File: config.mk
export PLATFORM = sky130hd
export DESIGN_NAME = second_largest
export DESIGN_NICKNAME = d
export VERILOG_FILES = /design/src/rtl/second_largest_pkg.sv /design/src/rtl/second_largest_rank_update.sv /design/src/rtl/second_largest.sv
export SDC_FILE = /design/constraint.sdc
export NUM_CORES = 1
export LEC_CHECK = 0
export ABC_AREA = 1
export CAP_MARGIN = 20
export CORE_UTILIZATION = 32
export DETAILED_ROUTE_END_ITERATION = 10
export GPL_TIMING_DRIVEN = 0
export PLACE_DENSITY = 0.6
export REMOVE_ABC_BUFFERS = 1
export SLEW_MARGIN = 15
export SYNTH_ARGS = -nofsm -noshare
export SYNTH_HDL_FRONTEND = slang
export SYNTH_HIERARCHICAL = 1
export SYNTH_SLANG_ARGS = --single-unit
export TNS_END_PERCENT = 50
File: constraint.sdc
create_clock -name clk -period 1.9 [get_ports clk]
set_input_delay 0.475 -clock clk [delete_from_list [all_inputs] [get_ports clk]]
set_output_delay 0.475 -clock clk [all_outputs]
set_load 0.01 [all_outputs]
File: src/rtl/second_largest_pkg.sv
// -----------------------------------------------------------------------------
// second_largest_pkg
// Shared constants and types for the second_largest block.
//   DATA_WIDTH_DEFAULT : default sample width (unsigned)
//   rank_pair_t        : packed {max, sec} rank pair at the default width
// -----------------------------------------------------------------------------
package second_largest_pkg;

  localparam int DATA_WIDTH_DEFAULT = 32;

  // Running ranking of the stream: largest sample and runner-up.
  typedef struct packed {
    logic [DATA_WIDTH_DEFAULT-1:0] max;
    logic [DATA_WIDTH_DEFAULT-1:0] sec;
  } rank_pair_t;

endpackage : second_largest_pkg

File: src/rtl/second_largest_rank_update.sv
// -----------------------------------------------------------------------------
// second_largest_rank_update
// Purely combinational next-state logic for the {max, sec} ranking.
// Ports:
//   din      in  DATA_WIDTH  incoming unsigned sample
//   max_i    in  DATA_WIDTH  current largest sample
//   sec_i    in  DATA_WIDTH  current second-largest sample
//   max_o    out DATA_WIDTH  next largest sample
//   sec_o    out DATA_WIDTH  next second-largest sample
// -----------------------------------------------------------------------------
module second_largest_rank_update
  import second_largest_pkg::*;
#(
  parameter int DATA_WIDTH = DATA_WIDTH_DEFAULT
) (
  input  logic [DATA_WIDTH-1:0] din,
  input  logic [DATA_WIDTH-1:0] max_i,
  input  logic [DATA_WIDTH-1:0] sec_i,
  output logic [DATA_WIDTH-1:0] max_o,
  output logic [DATA_WIDTH-1:0] sec_o
);

  always_comb begin
    // NOTE: defaults first so every path assigns both outputs; no latches.
    max_o = max_i;
    sec_o = sec_i;
    // ">=" (not ">") so a repeat of the maximum is ranked as a distinct
    // sample and pushes the old maximum down into the runner-up slot.
    if (din >= max_i) begin
      sec_o = max_i;
      max_o = din;
    end else if (din > sec_i) begin
      sec_o = din;
    end
  end

endmodule : second_largest_rank_update

File: src/rtl/second_largest.sv
// -----------------------------------------------------------------------------
// second_largest
// Tracks the second-largest unsigned sample seen since the last reset.
// One sample is accepted on every rising clk edge while resetn is high;
// dout is registered (one-cycle latency, no combinational path from din).
// Ports:
//   clk        in   1           clock, rising edge
//   resetn     in   1           synchronous active-low reset
//   din        in   DATA_WIDTH  unsigned sample
//   dout       out  DATA_WIDTH  second-largest accepted sample (0 until two)
//   dout_valid out  1           only with SECOND_LARGEST_VALID_EN: high once
//                               at least two samples have been accepted
// Configuration macro: SECOND_LARGEST_VALID_EN (adds sample counter and
// dout_valid; dout behaviour is identical in both builds).
// -----------------------------------------------------------------------------
module second_largest
  import second_largest_pkg::*;
#(
  parameter int DATA_WIDTH = DATA_WIDTH_DEFAULT
) (
  input  logic                  clk,
  input  logic                  resetn,
  input  logic [DATA_WIDTH-1:0] din,
  output logic [DATA_WIDTH-1:0] dout
`ifdef SECOND_LARGEST_VALID_EN
  ,
  output logic                  dout_valid
`endif
);

  logic [DATA_WIDTH-1:0] max_q, max_d;
  logic [DATA_WIDTH-1:0] sec_q, sec_d;

  second_largest_rank_update #(
    .DATA_WIDTH (DATA_WIDTH)
  ) u_rank_update (
    .din   (din),
    .max_i (max_q),
    .sec_i (sec_q),
    .max_o (max_d),
    .sec_o (sec_d)
  );

  // NOTE: reset is synchronous here: it is only seen at a rising clk edge,
  // and din is ignored on that edge.
  always_ff @(posedge clk) begin
    if (!resetn) begin
      // NOTE: non-blocking assignments for all state so every flop samples
      // the pre-edge values regardless of statement order.
      max_q <= '0;
      sec_q <= '0;
    end else begin
      max_q <= max_d;
      sec_q <= sec_d;
    end
  end

  assign dout = sec_q;

`ifdef SECOND_LARGEST_VALID_EN
  // Saturating count of accepted samples; only "at least two" matters.
  logic [1:0] cnt_q, cnt_d;

  always_comb begin
    cnt_d = cnt_q;
    if (cnt_q != 2'd3) begin
      cnt_d = cnt_q + 2'd1;
    end
  end

  always_ff @(posedge clk) begin
    if (!resetn) begin
      cnt_q <= 2'd0;
    end else begin
      cnt_q <= cnt_d;
    end
  end

  // cnt_q >= 2 exactly when bit 1 is set.
  assign dout_valid = cnt_q[1];
`endif

endmodule : second_largest

# Word level (Yosys, flattened, before mapping)
# Index checks and enable logic that the tools add are counted.
op_classes:
  reduce_logical: 1
  div_mod_pow: 0
  n_lt_le_gt_ge: 2
  muxes: 2
  addsub: 0
  n_eq_ne: 0
  shift: 0
  mul: 0
  n_bitwise: 0
ops:
  columns: ["cell", "n"]
  rows:
  - ["2-to-1 mux 32 bit", 2]
  - ["greater-or-equal comparator 32 bit", 1]
  - ["> comparator 32 bit", 1]
  - ["nonzero test 2 bit", 1]
word_totals:
  elab_cells: 7
  ff_bits: 64
  mem_count: 0
  latchBits: 0
  romBits: 0
  mem_bits_rw: 0

# Longest topological paths before layout
depth:
  word_depth: 3
  ltp_mapped: 20
  mapped_depth_nobuf: 19

# Cells and area by module
# The synthesis kept the hierarchy.
by_module_without_submodules:
  columns: ["mod", "seq_area_each_um2", "instances", "area_each_um2", "cells_per_inst"]
  rows:
  - ["second_largest_rank_update", 0.0, 1, 2926.6, 555]
  - ["second_largest", 1281.2, 1, 1840.5, 199]

# Worst setup path before layout
# No wires, ideal clock.
synth_timing:
  path_type: "input to register"
  startpoint: "input din[15]"
  endpoint: "register sec_q[10] (netlist: dout[10])"
  arrival_time_ns: 1.869
  n_path_buf: 2
  stages: 14
  slack_ns: -0.078
  setup_time_ns: 0.109
  cell_sequence: "ha_1 nand2_1 nor2_1 nand4_1 inv_1 nand3_1 nor3_2 nor2_4 buf_6 buf_6 nand3_1 nand2_1 nand2_1 inv_1"
synth_via:
  elab_chain_cells: 2
  word_cells_on_any_way: 4
  classes_between: "order compare (2); mux (1); reduce/logical (1)"
synth_rtl:
  columns: ["element", "line", "text"]
  rows:
  - ["start: declaration", "second_largest.sv:23", "input logic [DATA_WIDTH-1:0] din,"]
  - ["greater-or-equal comparator 32 bit", "second_largest_rank_update.sv:29", "if (din >= max_i) begin"]
  - ["2-to-1 mux 32 bit", "second_largest_rank_update.sv:29", null]
  - ["via sec_d[10]", "second_largest.sv:32", "logic [DATA_WIDTH-1:0] sec_q, sec_d;"]
  - ["end signal: assignment", "second_largest.sv:51", "sec_q <= '0;"]
  - ["end signal: assignment", "second_largest.sv:54", "sec_q <= sec_d;"]
  - ["end: declaration", "second_largest.sv:32", null]
# The timed path passes the listed nets, and every way through them passes these cells.
# A chain may end at the register's enable or synchronous reset.

# Worst setup path in the final report
layout_timing:
  startpoint: "register max_q[21]"
  endpoint: "register sec_q[16] (netlist: dout[16])"
layout_via:
  elab_chain_cells: 2
  word_cells_on_any_way: 3
  classes_between: "order compare (1); mux (1); reduce/logical (1)"
layout_rtl:
  columns: ["element", "line", "text"]
  rows:
  - ["start: declaration", "second_largest.sv:31", "logic [DATA_WIDTH-1:0] max_q, max_d;"]
  - ["start signal: assignment", "second_largest.sv:53", "max_q <= max_d;"]
  - ["greater-or-equal comparator 32 bit", "second_largest_rank_update.sv:29", null]
  - ["2-to-1 mux 32 bit", "second_largest_rank_update.sv:29", null]
  - ["via sec_d[16]", "second_largest.sv:32", null]
# The timed path passes the listed nets, and every way through them passes these cells.

==> flow_metrics.env <==
export IMPL_clk_pin_slew_ns=0.05
export IMPL_critPathKind="reg -> reg"
export IMPL_status="finished, violations left"
export IMPL_fillers=1367
export IMPL_areaGrowthSynthToFinish_pct=59.5
export IMPL_antenna_left=0
export IMPL_pre_cts_ws_ns=-1.84
export IMPL_p_leak_nw=3.79
export IMPL_slew_viol_final=0
export IMPL_coreArea_sq_um=14500
export IMPL_synth_cell_type_count=22
export IMPL_instances_no_fill=1058
export IMPL_dp_cells=976
export IMPL_tns_ns=-12.09
export IMPL_finalInstanceArea_sq_um=7600
export IMPL_startpoint_type="flop"
export IMPL_cts_made_buffers=9
export IMPL_grt_overflow_total=0
export IMPL_viasPerCell=4.80
export IMPL_dieHeight_um=124
export IMPL_dieArea_sq_um=15400
export IMPL_clk_latency_ns=0.34
export IMPL_synthTopCellsByArea="dfxtp_1 27%, nand2_1 20%, ha_1 17%"
export IMPL_ys_seq_area_share_pct=26.9
export IMPL_min_period_ns=2.15
export IMPL_drive_gt1_share_pct=37.0
export IMPL_rsz0062_at_grt="true"
export IMPL_place_hpwl_um=7570
export IMPL_end_kind="flop"
export IMPL_wire_per_inst_um=15.1
export IMPL_clockBufferDepth=2
export IMPL_wl_um=16000
export IMPL_drc=0
export IMPL_yosys_warnings=6
export IMPL_multi_input_area_sq_um=3770
export IMPL_fp_dieW_um=124
export IMPL_worstMarginPinSlew_ns=0.741
export IMPL_synth_top_area_cell="dfxtp_1"
export IMPL_via_count=5081
export IMPL_initial_core_util_pct=32.8
export IMPL_finalWorstSetupSlack_ns=-0.249
export IMPL_relSlewSlack_pct=50.6
export IMPL_grt_antenna_before_repair=0
export IMPL_grt_max_degree=65
export IMPL_drt_first_pass_iters=5
export IMPL_crit_arrival_ns=2.43
export IMPL_register_area_sq_um=1330
export IMPL_clock_skew_ns=0.00744
export IMPL_crit_fanout=8
export IMPL_pin_count=66
export IMPL_cts_sinks=64
export IMPL_portBuffers=65
export IMPL_syn_area_sq_um=4770
export IMPL_yosys_area_top_type_share_pct=26.9
export IMPL_violations="negative setup slack"
export IMPL_hold_buffers=0
export IMPL_cp_data_required_time_ns=2.18
export IMPL_drt_initial_drc_count=298
export IMPL_hold_viol=0
export IMPL_cts_tree="yes"
export IMPL_nets=968
export IMPL_mostFrequentLayoutCells="200 x nand2_1, 154 x inv_1, 46 x nand2_2"
export IMPL_timing_fmax_ghz=0.465
export IMPL_mostFrequentLayoutCell="nand2_1"
export IMPL_grt_pass1_vias=4677
export IMPL_place_area_sq_um=5470
export IMPL_whs_ns=0.542
export IMPL_antennaDiodeCount=0
export IMPL_power_density_nw_per_um2=832
export IMPL_root_buffer="clkbuf_16"
export IMPL_setup_violations=64
export IMPL_avgSynthCellArea_sq_um=6.32
export IMPL_rows=44
export IMPL_ir_drop_mv=0.544
export IMPL_track_usage_pct=19.9
export IMPL_place_congestion=0.750
export IMPL_cap_viol_max_count=0
export IMPL_synth_cells=754
export IMPL_min_path_type="in -> reg"
export IMPL_fin_crit_sh_pct=113
export IMPL_htreeDepth=3
export IMPL_postSynthRegisterBits=64
export IMPL_grt_first_pass_wirelength_um=23200
==> critical path: stages (launching register included) <==
cell and delay (ns):
dfxtp_2 0.33, inv_2 0.05, ha_4 0.26, nand2_2 0.05, nor2_2 0.14, nand4_1 0.13
buf_4 0.17, nor3_4 0.23, buf_6 0.15, nand3b_4 0.15, buf_12 0.15, nand2_1 0.06
nand2_1 0.07, nand2_1 0.06, inv_1 0.08
==> what timing repair did <==
item / CTS / global route
resized for setup: 269 / 124
cloned: 13 / 8
setup endpoints to repair: 64 / 64
setup buffers: 40 / 10
pin swaps: 73 / 52
==> cell usage after synthesis, drive strengths merged <==
master    n
nor2     21
nand3    67
dfxtp    64
o21bai    1
a21o      1
nor3      1
a21oi    30
o21ai    38
clkbuf    5
clkinv    1
nand4     4
nand2   257
inv     171
o21a      4
ha       64
buf      24
nand3b    1
==> logic make-up (layout without fill, tap and decap cells) <==
logic type / count (synthesis) / count (layout) / synth area share (%)
flops: 64 / 64 / 26.9
buf+inv: 201 / 312 / 18.2
fa+ha+maj: 64 / 64 / 16.8
compound gates: 74 / 74 / 8.08
simple gates: 351 / 360 / 30.1
==> where the power goes <==
group | total [mW] | internal (mW) | switching (mW)
Clock | 1.54 | 0.949 | 0.594
Combinational | 3.13 | 1.46 | 1.68
Sequential | 1.65 | 1.54 | 0.112
Total | 6.33 | 3.95 | 2.38
==> through the flow <==
stage / util (%) / power [mW]
2_1_floorplan: - / 2.77
3_3_place_gp: 37.3 / 3.41
3_5_place_dp: 37.6 / 3.44
4_1_cts: 48.7 / 5.91
5_1_grt: 52.3 / 6.70
6_report: 52.3 / 6.33
==> layout make-up <==
| class | instances | share of cell area (%) |
|---|---|---|
| Multi-Input combinational cell | 498 | 49.6 |
| Inverter | 172 | 8.49 |
| Sequential cell | 64 | 17.4 |
| Tap cell | 184 | 3.03 |
| Clock buffer | 15 | 3.52 |
| Timing Repair Buffer | 125 | 17.9 |
==> registers in the layout, summed over array words and instances, names as in the netlist <==
signal,count
dout,32
max_q,32
==> routing by layer <==
layer  vias to the layer above  wire length (um)  global-route usage, %
li1                       2549                 -                      -
met3                        40               812                   3.21
met1                      2350              6970                   24.2
met5                         -                 0                      0
met2                       142              7620                   33.7
met4                         0               607                   9.90
==> final timing paths <==
check / slack, ns / endpoint / cells after the start / from
hold reg to reg: 0.54 / dout[3] / 4 / max_q[3]
setup / recovery: -0.25 / dout[16] / 14 / max_q[21]
hold / removal: 0.54 / max_q[15] / 5 / din[15]
setup reg to reg: -0.25 / dout[16] / 14 / max_q[21]
No activity file was read; power rests on OpenSTA's default activity.
